$ cat src/rtl/osd_cmd_sched.sv
// osd_cmd_sched: two-requester round-robin scheduler serialising show/hide and tile-write OSD commands.
// Optional auto-hide after AUTOHIDE_FRAMES vsync edges is enabled by defining OSD_AUTOHIDE_EN.
module osd_cmd_sched #(
    parameter int GAP             = 1,
    parameter int AUTOHIDE_FRAMES = 300
) (
    input  logic        clk,
    input  logic        reset_n,
    input  logic        a_req,
    input  logic        a_kind,
    input  logic        a_en,
    input  logic [6:0]  a_tile,
    input  logic [63:0] a_data,
    output logic        a_ack,
    input  logic        b_req,
    input  logic        b_kind,
    input  logic        b_en,
    input  logic [6:0]  b_tile,
    input  logic [63:0] b_data,
    output logic        b_ack,
    input  logic        vs,
    output logic        osd_strobe,
    output logic        osd_start,
    output logic [7:0]  osd_data,
    output logic        busy
);
    localparam int GW = (GAP > 1) ? $clog2(GAP) : 1;
    localparam logic [GW-1:0] GAP_LAST = GW'((GAP > 0) ? GAP - 1 : 0);

    typedef enum logic [1:0] {S_IDLE, S_SEND, S_GAP, S_DONE} state_t;

    state_t         state_q, state_d;
    logic [3:0]     idx_q, idx_d;
    logic [GW-1:0]  gap_cnt_q, gap_cnt_d;
    logic           kind_q, kind_d, en_q, en_d, who_q, who_d, inj_q, inj_d, pref_b_q, pref_b_d;
    logic [6:0]     tile_q, tile_d;
    logic [63:0]    data_q, data_d;
    logic           inject, any_req, pick_b, last_byte;
    logic [2:0]     byte_idx;
    logic [7:0]     cur_byte;

`ifdef OSD_AUTOHIDE_EN
    localparam logic [15:0] AH_LIM = 16'(AUTOHIDE_FRAMES);
    logic        shown_q, shown_d, vs_q;
    logic [15:0] cnt_q, cnt_d;

    always_comb begin
        cnt_d   = (state_q == S_DONE) ? 16'd0 :
                  (vs && !vs_q && cnt_q != 16'hFFFF) ? cnt_q + 16'd1 : cnt_q;
        shown_d = (state_q == S_DONE && !kind_q) ? en_q : shown_q;
    end

    always_ff @(posedge clk or negedge reset_n) begin
        if (!reset_n) begin
            shown_q <= 1'b0;
            vs_q    <= 1'b0;
            cnt_q   <= 16'd0;
        end else begin
            shown_q <= shown_d;
            vs_q    <= vs;
            cnt_q   <= cnt_d;
        end
    end

    assign inject = shown_q && (cnt_q >= AH_LIM);
`else
    localparam int unused_ah = AUTOHIDE_FRAMES;
    logic unused_vs;
    assign unused_vs = vs;
    assign inject    = 1'b0;
`endif

    // Auto-hide outranks both requesters; between A and B the previous loser wins.
    assign any_req   = a_req || b_req || inject;
    assign pick_b    = !inject && b_req && (!a_req || pref_b_q);
    assign last_byte = idx_q == (kind_q ? 4'd9 : 4'd1);
    assign byte_idx  = 3'(idx_q - 4'd2);
    assign cur_byte  = (idx_q == 4'd0) ? (kind_q ? 8'h02 : 8'h01) :
                       (idx_q == 4'd1) ? (kind_q ? {1'b0, tile_q} : {7'b0, en_q}) :
                       data_q[{byte_idx, 3'b000} +: 8];

    always_ff @(posedge clk or negedge reset_n) begin
        if (!reset_n) begin
            state_q <= S_IDLE;
        end else begin
            state_q <= state_d;
        end
    end

    always_comb begin
        state_d = state_q;
        case (state_q)
            S_IDLE:  state_d = any_req ? S_SEND : S_IDLE;
            S_SEND:  state_d = last_byte ? S_DONE : (GAP == 0) ? S_SEND : S_GAP;
            S_GAP:   state_d = (gap_cnt_q == GAP_LAST) ? S_SEND : S_GAP;
            default: state_d = S_IDLE;
        endcase
    end

    always_comb begin
        osd_strobe = state_q == S_SEND;
        osd_start  = osd_strobe && idx_q == 4'd0;
        osd_data   = osd_strobe ? cur_byte : 8'h00;
        a_ack      = state_q == S_DONE && !inj_q && !who_q;
        b_ack      = state_q == S_DONE && !inj_q && who_q;
        busy       = state_q != S_IDLE || (reset_n && any_req);
    end

    always_comb begin
        kind_d    = kind_q;
        en_d      = en_q;
        tile_d    = tile_q;
        data_d    = data_q;
        who_d     = who_q;
        inj_d     = inj_q;
        pref_b_d  = pref_b_q;
        idx_d     = (state_q == S_SEND) ? idx_q + 4'd1 : idx_q;
        gap_cnt_d = (state_q == S_GAP) ? gap_cnt_q + GW'(1) : '0;
        if (state_q == S_IDLE && any_req) begin
            kind_d   = !inject && (pick_b ? b_kind : a_kind);
            en_d     = !inject && (pick_b ? b_en : a_en);
            tile_d   = pick_b ? b_tile : a_tile;
            data_d   = pick_b ? b_data : a_data;
            who_d    = pick_b;
            inj_d    = inject;
            pref_b_d = inject ? pref_b_q : !pick_b;
            idx_d    = 4'd0;
        end
    end

    always_ff @(posedge clk or negedge reset_n) begin
        if (!reset_n) begin
            idx_q     <= 4'd0;
            gap_cnt_q <= '0;
            kind_q    <= 1'b0;
            en_q      <= 1'b0;
            tile_q    <= 7'd0;
            data_q    <= 64'd0;
            who_q     <= 1'b0;
            inj_q     <= 1'b0;
            pref_b_q  <= 1'b0;
        end else begin
            idx_q     <= idx_d;
            gap_cnt_q <= gap_cnt_d;
            kind_q    <= kind_d;
            en_q      <= en_d;
            tile_q    <= tile_d;
            data_q    <= data_d;
            who_q     <= who_d;
            inj_q     <= inj_d;
            pref_b_q  <= pref_b_d;
        end
    end
endmodule

$ cat config.mk
export PLATFORM = sky130hd
export DESIGN_NAME = osd_cmd_sched
export DESIGN_NICKNAME = d
export VERILOG_FILES = /design/src/rtl/osd_cmd_sched.sv
export SDC_FILE = /design/constraint.sdc
export NUM_CORES = 1
export LEC_CHECK = 0
export BUFFER_PORTS_ARGS = -buffer_cell sky130_fd_sc_hd__buf_2
export CORE_MARGIN = 2
export CORE_UTILIZATION = 53
export CTS_CLUSTER_SIZE = 14
export DETAILED_ROUTE_END_ITERATION = 6
export PLACE_DENSITY_LB_ADDON = 0.3
export SLEW_MARGIN = 15
export SYNTH_ARGS = -nofsm -noshare
export SYNTH_HDL_FRONTEND = slang
export SYNTH_SLANG_ARGS = --single-unit
$ cat constraint.sdc
create_clock -name clk -period 4.8 [get_ports clk]
set_input_delay 0.48 -clock clk [delete_from_list [all_inputs] [get_ports clk]]
set_output_delay 0.48 -clock clk [all_outputs]
set_load 0.005 [all_outputs]
==> metrics <==
clock buffer count from CTS 9; ys async rst share 100%; initial antenna violation count 0; R2R Setup Slk between 2 and 3 ns; end of the critical path osd_data[2]; post-synthesis mux area share around a tenth; violated checks DRC; main combinational cell family by area after synthesis compound AO/OA/AOI/OAI gates; Simple-Gate Fraction of Synth Area ~3.7%; die height slightly above 90 um; Cell Pwr Density between 600 and 700 nW/um2; H-tree depth 3; Synth Area in XOR/XNOR 0.426%; Setup crit start kind register; largest net degree at the start of global routing 84; Post-synth EDFFs 0; # setup viols final 0; DRC viols 8; Syn Area/Cell around 12 um2; Max Cap Viol 0; Rel. slew slack between 30 and 40%; Starting Density a little over half; Max Slew Vio Count 0; postcts setup bufs 0; global-route wire length before repair 16600 um; Compound-Gate Fraction of Synth Area between 20 and 25%; R2R depth 5; routed vias between 3000 and 4000; RSZ-0062 raised after global routing no; Synth cell types 38; Synth Flop Type dfrtp_1; status finished, violations left; Hold Fails Final Rpt 0; Clock Pin Slew Worst Setup and Hold Paths 0.08 ns; post-route cell area 5130 um2; ANT cells 0; gr ovfl total 0; Tmin final slightly above 3 ns; CTS tree built; Post-Synthesis Cells about 350; register area share after synthesis about half; number of I/O port buffers approximately 160; Setup Crit Path Kind reg2out; clock tree buffer depth 2; clk_lat worst skew 0.35 ns; post_cts resized 0; Seq cells post-synth 82; cts hold-fix bufs 0; drt wl/cell between 15 and 20 um; Setup WS post-layout between 1.5 and 2 ns; R2R Path End data_q[0]; vias in the first global route 3271; 1st-pass router iterations 7; HP Class in2async; worst path required time 4.32 ns; synth warn 0; Rows 32; Final period util between 60% and 70%; CTS sink count 82; adder-cell share of the synthesized area 1.22%; slowest stage delay, CP 0.79 ns; leakage power about 2.8 nW; Synthesized Nets 504; Worst setup EP type output port; root buffer cell clkbuf_8; Chip Width 92.1 um; most frequent cells in the layout buf_2 (161), dfrtp_1 (82), inv_1 (80); die area 8480 um2; Area growth syn-to-layout 24.7%; CP max FO 15; Syn Std Cell Area between 4000 and 5000 um2; pre-CTS WS ~2.1 ns; Peak Freq between 0.3 and 0.4 GHz; Tot Pwr approximately 3.3 mW; commonest non-fill, non-tap cell in the layout buf_2; Cell Chain, Critical Path ha_1 > mux4_2 > mux2i_1 > o22ai_1 > buf_2; Detail Route Antenna Nets 0; fin util slightly below 70%; Layout Nets 653; TNS Setup 0 ns; DP HPWL just under 8000 um; reg2reg start state_q[0]; GPL Wtd Cong 0.927; I/O pins between 150 and 200; placed cell area 4910 um2; Core Box Area around 7600 um2; Peak VDD IR 360 uV; vias per cell about 5.8; WP data arrival around 2.6 ns; Slew @ Worst Pin approximately 1.0 ns; final wirelength about 11000 um; Crit-path slowest cell ha_1; critical path startpoint idx_q[1]; initial detailed-routing violation count between 500 and 600; layout cells sized above 1 roughly 40%; Setup Skew around 0.014 ns; GRT Util Overall 25.4%
[registers in the layout, summed over array words and instances, names as in the netlist]
register,count
data_q,64
tile_q,7
idx_q,4
state_q,2
en_q,1
gap_cnt_q,1
kind_q,1
pref_b_q,1
who_q,1
[synth_stat cells (all sizes together), types with 2 or more instances]
library cell	instances	area, um2
mux2i	7	70.1
inv	82	308
a21oi	2	10.0
buf	24	184
nor2	7	33.8
a21o	3	22.5
and3	2	12.5
a222oi	73	731
ha	4	50.1
o22ai	4	25.0
mux4	16	360
clkbuf	5	18.8
nand3	2	10.0
xor2	2	17.5
o21ai	7	38.8
nand2	12	45.0
dfrtp	82	2050
[cell families after synthesis]
family,count (synthesis)
AND/OR/NAND/NOR,30
buffers and inverters,111
XOR/XNOR,2
multiplexers,23
AO/OA/AOI/OAI,97
flip-flops,82
adder cells (fa/ha/maj),4
[critical path: cells and delay by family, from the launching register on]
kind            cells  cell delay, ns
compound gates      1            0.10
flops               1            0.53
buf+inv             1            0.14
fa+ha+maj           1            0.79
mux                 2            0.65
[stage by stage]
stage / cells / hold WS (ns)
after global routing: 605 / 0.331
after floorplan: 349 / 0.184
after CTS: 605 / 0.324
after global placement: 589 / 0.426
after detailed placement: 589 / 0.441
final: 605 / 0.287
[layout make-up]
class	count	area, um2
fill	641	2480
clock inverter	4	75.1
inverter	82	308
clock buffer	12	145
tap	102	128
multi-input combinational	156	1570
sequential	82	2050
timing repair buffer	167	851
[where the power goes]
group          internal, mW  total (mW)  switching, mW
Combinational         0.729        1.44          0.710
Clock                 0.308       0.538          0.230
Sequential             1.02        1.31          0.283
[worst min path at each step]
stage	cells past startpoint	slack (ns)	end	startpoint
final	1	0.29	data_q[14]	reset_n
after detailed placement	1	0.44	gap_cnt_q	gap_cnt_q
after global placement	1	0.43	gap_cnt_q	gap_cnt_q
after floorplan	0	0.18	data_q[0]	reset_n
after CTS	3	0.32	data_q[5]	b_data[5]
after global routing	3	0.33	data_q[36]	b_data[36]
[per-layer routing]
metal / part of all wire [%] / vias up / track usage, %
met4: 1.4 / 0 / 8.21
met3: 8.7 / 13 / 3.78
met1: 43 / 1681 / 38.0
li1: - / 1653 / -
met5: 0 / - / 0
met2: 47 / 185 / 38.8
Power figures use the tool's default switching activity.
